### src/rtl/count_seq_pkg.sv
// Shared types and defaults for the increment/hold count sequencer.
// Holds the FSM state encoding, the reset configuration and the config record.
package count_seq_pkg;

    localparam int SEQ_CW   = 4;
    localparam int SEQ_PW   = 3;
    localparam int DEF_INC  = 2;
    localparam int DEF_HOLD = 2;

    typedef enum logic [1:0] {
        ST_IDLE = 2'd0,
        ST_INC  = 2'd1,
        ST_HOLD = 2'd2
    } seq_state_e;

    typedef struct packed {
        logic [SEQ_PW-1:0] inc_len;
        logic [SEQ_PW-1:0] hold_len;
        logic [SEQ_CW-1:0] limit;
        logic              oneshot;
    } seq_cfg_t;

    // A zero INC length still advances the counter once per phase.
    function automatic logic [SEQ_PW-1:0] eff_inc_len(input logic [SEQ_PW-1:0] len);
        return (len == {SEQ_PW{1'b0}}) ? SEQ_PW'(1) : len;
    endfunction

endpackage

### src/rtl/count_core.sv
// CW-bit up-counter datapath: synchronous clear, count enable, registered wrap pulse.
module count_core #(
    parameter int CW = 4
) (
    input  logic          clk,
    input  logic          rst,
    input  logic          clr,
    input  logic          en,
    output logic [CW-1:0] q,
    output logic          wrap
);

    logic [CW-1:0] q_d;
    logic [CW-1:0] q_q;
    logic          wrap_d;
    logic          wrap_q;

    // Next counter value and rollover detection.
    always_comb begin
        q_d    = q_q;
        wrap_d = 1'b0;
        if (clr) begin
            q_d = {CW{1'b0}};
        end else if (en) begin
            q_d    = q_q + CW'(1);
            wrap_d = (q_q == {CW{1'b1}});
        end else begin
            q_d = q_q;
        end
    end

    // Counter and wrap registers.
    always_ff @(posedge clk) begin
        if (rst) begin
            q_q    <= {CW{1'b0}};
            wrap_q <= 1'b0;
        end else begin
            q_q    <= q_d;
            wrap_q <= wrap_d;
        end
    end

    assign q    = q_q;
    assign wrap = wrap_q;

endmodule

### src/rtl/count_seq_ctrl.sv
// Increment/hold sequencer: alternates INC and HOLD phases of programmable length
// over a count_core datapath, with one-shot limit, continuous wrap and start/stop.
module count_seq_ctrl #(
    parameter int CW       = count_seq_pkg::SEQ_CW,
    parameter int PW       = count_seq_pkg::SEQ_PW,
    parameter int DEF_INC  = count_seq_pkg::DEF_INC,
    parameter int DEF_HOLD = count_seq_pkg::DEF_HOLD
) (
    input  logic          clk,
    input  logic          rst,
    input  logic          cfg_valid,
    output logic          cfg_ready,
    input  logic [PW-1:0] cfg_inc_len,
    input  logic [PW-1:0] cfg_hold_len,
    input  logic [CW-1:0] cfg_limit,
    input  logic          cfg_oneshot,
    input  logic          start,
    input  logic          stop,
    output logic [CW-1:0] q,
    output logic          busy,
    output logic          inc_phase,
    output logic          done,
    output logic          wrap
);

    import count_seq_pkg::*;

    seq_state_e    state_d, state_q;
    logic [PW-1:0] pc_d, pc_q;
    seq_cfg_t      cfg_d, cfg_q;
    logic          busy_d, busy_q;
    logic          inc_phase_d, inc_phase_q;
    logic          done_d, done_q;
    logic          cfg_ready_d, cfg_ready_q;

    logic          cnt_clr;
    logic          cnt_en;
    logic          cfg_xfer;
    logic [CW-1:0] q_inc;
    logic [PW-1:0] inc_last;

    count_core #(.CW(CW)) u_core (
        .clk  (clk),
        .rst  (rst),
        .clr  (cnt_clr),
        .en   (cnt_en),
        .q    (q),
        .wrap (wrap)
    );

    assign cfg_xfer = cfg_valid && cfg_ready_q;
    assign q_inc    = q + CW'(1);
    assign inc_last = eff_inc_len(cfg_q.inc_len) - PW'(1);

    // Phase sequencing, config capture and next values of the registered outputs.
    always_comb begin
        state_d = state_q;
        pc_d    = pc_q;
        cfg_d   = cfg_q;
        done_d  = 1'b0;
        cnt_clr = 1'b0;
        cnt_en  = 1'b0;
        case (state_q)
            ST_IDLE: begin
                if (cfg_xfer) begin
                    cfg_d.inc_len  = cfg_inc_len;
                    cfg_d.hold_len = cfg_hold_len;
                    cfg_d.limit    = cfg_limit;
                    cfg_d.oneshot  = cfg_oneshot;
                end else begin
                    cfg_d = cfg_q;
                end
                if (start && !stop) begin
                    state_d = ST_INC;
                    pc_d    = {PW{1'b0}};
                    cnt_clr = 1'b1;
                end else begin
                    state_d = ST_IDLE;
                end
            end
            ST_INC: begin
                if (stop) begin
                    state_d = ST_IDLE;
                    pc_d    = {PW{1'b0}};
                end else begin
                    cnt_en = 1'b1;
                    // The limit is matched against the value this edge will load.
                    if (cfg_q.oneshot && (q_inc == cfg_q.limit)) begin
                        state_d = ST_IDLE;
                        pc_d    = {PW{1'b0}};
                        done_d  = 1'b1;
                    end else if (pc_q == inc_last) begin
                        pc_d    = {PW{1'b0}};
                        state_d = (cfg_q.hold_len != {PW{1'b0}}) ? ST_HOLD : ST_INC;
                    end else begin
                        pc_d = pc_q + PW'(1);
                    end
                end
            end
            ST_HOLD: begin
                if (stop) begin
                    state_d = ST_IDLE;
                    pc_d    = {PW{1'b0}};
                end else if (pc_q == (cfg_q.hold_len - PW'(1))) begin
                    state_d = ST_INC;
                    pc_d    = {PW{1'b0}};
                end else begin
                    pc_d = pc_q + PW'(1);
                end
            end
            default: begin
                state_d = ST_IDLE;
                pc_d    = {PW{1'b0}};
            end
        endcase
        busy_d      = (state_d != ST_IDLE);
        inc_phase_d = (state_d == ST_INC);
        cfg_ready_d = (state_d == ST_IDLE);
    end

    // State, phase counter, configuration and output registers.
    always_ff @(posedge clk) begin
        if (rst) begin
            state_q          <= ST_IDLE;
            pc_q             <= {PW{1'b0}};
            cfg_q.inc_len    <= PW'(DEF_INC);
            cfg_q.hold_len   <= PW'(DEF_HOLD);
            cfg_q.limit      <= {CW{1'b1}};
            cfg_q.oneshot    <= 1'b0;
            busy_q           <= 1'b0;
            inc_phase_q      <= 1'b0;
            done_q           <= 1'b0;
            cfg_ready_q      <= 1'b1;
        end else begin
            state_q          <= state_d;
            pc_q             <= pc_d;
            cfg_q            <= cfg_d;
            busy_q           <= busy_d;
            inc_phase_q      <= inc_phase_d;
            done_q           <= done_d;
            cfg_ready_q      <= cfg_ready_d;
        end
    end

    assign cfg_ready = cfg_ready_q;
    assign busy      = busy_q;
    assign inc_phase = inc_phase_q;
    assign done      = done_q;

endmodule

### config.mk
export PLATFORM = sky130hd
export DESIGN_NAME = count_seq_ctrl
export DESIGN_NICKNAME = d
export VERILOG_FILES = /design/src/rtl/count_seq_pkg.sv /design/src/rtl/count_core.sv /design/src/rtl/count_seq_ctrl.sv
export SDC_FILE = /design/constraint.sdc
export NUM_CORES = 1
export LEC_CHECK = 0
export BUFFER_PORTS_ARGS = -buffer_cell sky130_fd_sc_hd__buf_2
export CORE_UTILIZATION = 55
export DETAILED_ROUTE_END_ITERATION = 8
export PLACE_DENSITY = 0.79
export SYNTH_ARGS = -nofsm -noshare
export SYNTH_HDL_FRONTEND = slang
export SYNTH_SLANG_ARGS = --single-unit
### constraint.sdc
create_clock -name clk -period 4.15 [get_ports clk]
set_clock_uncertainty 0.15 [all_clocks]
set_input_delay 0.6225 -clock clk [delete_from_list [all_inputs] [get_ports clk]]
set_output_delay 0.6225 -clock clk [all_outputs]
set_load 0.01 [all_outputs]
==> impl_results.md <==
- Met2 WL post-DR: 1199 µm
- VDD IR max: 246.4 µV
- Post-synthesis async set-or-reset flop share: 0%
- Detailed placement HPWL: 1984 µm
- Crit-path cells: o21bai_1, inv_1, ha_1, xor2_1, xnor2_1, and3_1, mux2i_1, a21oi_1, and3b_1
- RSZ-0062 raised after global routing: false
- Largest delay share family, worst path: simple AND/OR/NAND/NOR gates
- Metal1 wirelength: 1144 µm
- Syn nets: 169
- Hold/Removal Path Class: flop to flop
- Worst Max-Slew Pin Slew: 431.2 ps
- Area grow syn2layout: 12.85%
- Row count: 17
- Max-slew violation count: 0
- Hold buffer count at cts: 0
- Seq cells post-synth: 25
- Max Clock Freq: 468.5 MHz
- Tcrit/Tclk final: 51.44%
- Postcts setup bufs: 0
- Initial Util: 58.54%
- Clk slew on worst S/H paths: 130 ps
- Max Cap Violations: 0
- First-pass GRT wire length: 4257 µm
- Yosys cell types: 36
- Max Fanout on Critical Path: 3
- DRC Markers: 0
- Gr ovfl total: 0
- Crit path max-delay cell type: dfxtp_1
- Setup Slack @ Placement: 2047 ps
- DR WL/cell: 12.57 µm
- Total chip power: 0.4329 mW
- Fill cells: 190
- Area leader, netlist: dfxtp_1
- ANT nets after route: 0
- Vias/cell: 5.274
- Initial antenna violation count: 0
- Max Root-Sink Buffers: 2
- Yosys warns: 0
- Worst Hold Launch: cfg_q[8]$_SDFFE_PP0P_
- Post_cts resized: 0
- Top Metal Used: met4
- IO Pins: 25
- Sink Count: 25
- Later-pin clock latency in the skew report: 310 ps
- Post-synth top area share: 38.65%
- CP peak stage delay: 350 ps
- Outcome: finished, final reports clean
- Worst path required time: 4230 ps
- Crit. Startpoint: cfg_q[10]$_SDFFE_PP0P_
- Minimum clock period: 2135 ps
- Arr. time, crit path: 2210 ps
- Final #Nets: 195
- Root Buffer: clkbuf_4
- Placed Cells: 193
- Vias: 1039
- Nature of the critical path startpoint: flop
- GPL Wtd Cong: 0.9103
- Diodes inserted: 0
- CTS tree: built
- TritonCTS buffer count: 3
- Post-synth EDFFs: 0
- Die extent in y: 50.53 µm
- Endpoints failing setup: 0
- Sequential share of the synthesized area: 38.65%
- Core area: 2212 µm²
- Detailed Route WL: 2477 µm
- CTS H-tree lvls: 1
- Synthesized area: 1295 µm²
- FF-to-FF Start: cfg_q[10]$_SDFFE_PP0P_
- Crit Path Category: flop to flop
- Setup ws final: 2015 ps
- Power Dens Cells: 296.3 nW/µm²
- Synth area leaders: dfxtp_1 (39%), ha_1 (8.7%), nand2_1 (6.4%)
- Synthesized area per cell: 8.993 µm²
- Finished Layout Cells: 197
- Vias in the first global route: 970
- Met3 Routed Length: 119 µm
- Largest net degree at the start of global routing: 21
- 1st-pass router iterations: 4
- Pleak: 0.6695 nW
- Tot GR Track Use: 22.56%
- Setup TNS: 0 ps
- Rel. slew slack: 70.95%
- Die W: 50.53 µm
- Mapped Cells: 144
- Hold Fails Final Rpt: 0
- Crit end category: flop
- Share of layout cells above drive strength 1: 19.53%
- Initial DRC Count: 18
- Buf+Inv Stages, Crit Path: 1
- Top FF cell, synth: dfxtp_1
- IO Port Bufs: 24
- Die area: 2553 µm²
==> cell usage after synthesis, drive strengths merged (2+ instances only) <==
cell     n
o21a     2
clkbuf   2
a211o    2
o21ai    4
nor3     2
xor2     6
nand2b   3
a22o     2
and3     3
xnor2    8
nand3b   6
nor2     9
a21oi   12
inv      7
nand2   22
dfxtp   25
nand3    5
ha       9
==> sequential cells by signal (all words and copies together), names as in the netlist <==
signal / cells
cfg_q: 11
u_core.q: 4
pc_q: 3
state_q: 2
busy: 1
cfg_ready: 1
done: 1
inc_phase: 1
u_core.wrap: 1
==> tightest hold or removal path: stages, from the launching register on <==
cell and delay (ps):
dfxtp_1 330, nand2_1 50, a21oi_1 50
==> logic make-up after synthesis <==
| family | synth area share, % |
|---|---|
| AOI/OAI and AO/OA | 14.98 |
| xor gates and xnor gates | 11.21 |
| adders and majority gates | 8.696 |
| buffers and inverters | 3.189 |
| DFF | 38.65 |
| muxes | 0.7730 |
| and+or+nand+nor | 22.51 |
==> routing by layer <==
layer  global-route usage (%)  up-vias
met5                        0        -
met4                    3.241        0
met3                    7.273        2
li1                         -      544
met1                    27.68      469
met2                    39.11       24
==> power by group <==
group,switching (mW),internal [mW]
combinational,0.0379,0.0321
sequential,0.00706,0.250
clock,0.0683,0.0376
==> per-stage QoR <==
step                      hold slack, ps  cell area [µm²]  util, %
after global placement             294.6             1435    64.88
after detailed placement           297.4             1435    64.88
final                              311.3             1461    66.06
after CTS                          314.9             1461    66.06
after global routing               350.5             1461    66.06
after floorplan                    282.9             1295        -
==> cells in the final DEF, fill, tap and decap left out, drive strengths merged, types with 6 or more instances in the layout <==
cell type,netlist,routed
a21oi,12,12
buf,1,24
dfxtp,25,25
ha,9,9
inv,7,7
nand2,22,22
nand3b,6,6
nor2,9,9
xnor2,8,8
xor2,6,6
==> path summary, 6_finish.rpt <==
path | to | slack [ps] | cells after the start
max | inc_phase$_SDFF_PP0_ | 2020 | 9
min | cfg_q[8]$_SDFFE_PP0P_ | 310 | 2
max reg2reg | inc_phase$_SDFF_PP0_ | 2020 | 9
min reg2reg | cfg_q[8]$_SDFFE_PP0P_ | 310 | 2
==> cell type report <==
cell class,instances,area (µm²),share of cell area (%)
tap,28,35.03,2.397
timing repair buffer,24,120.1,8.219
sequential,25,500.5,34.25
clock buffer,4,26.28,1.798
multi-input combinational,109,753.2,51.54
inverter,7,26.28,1.798
Note: power is estimated with default switching activity, not from simulation.
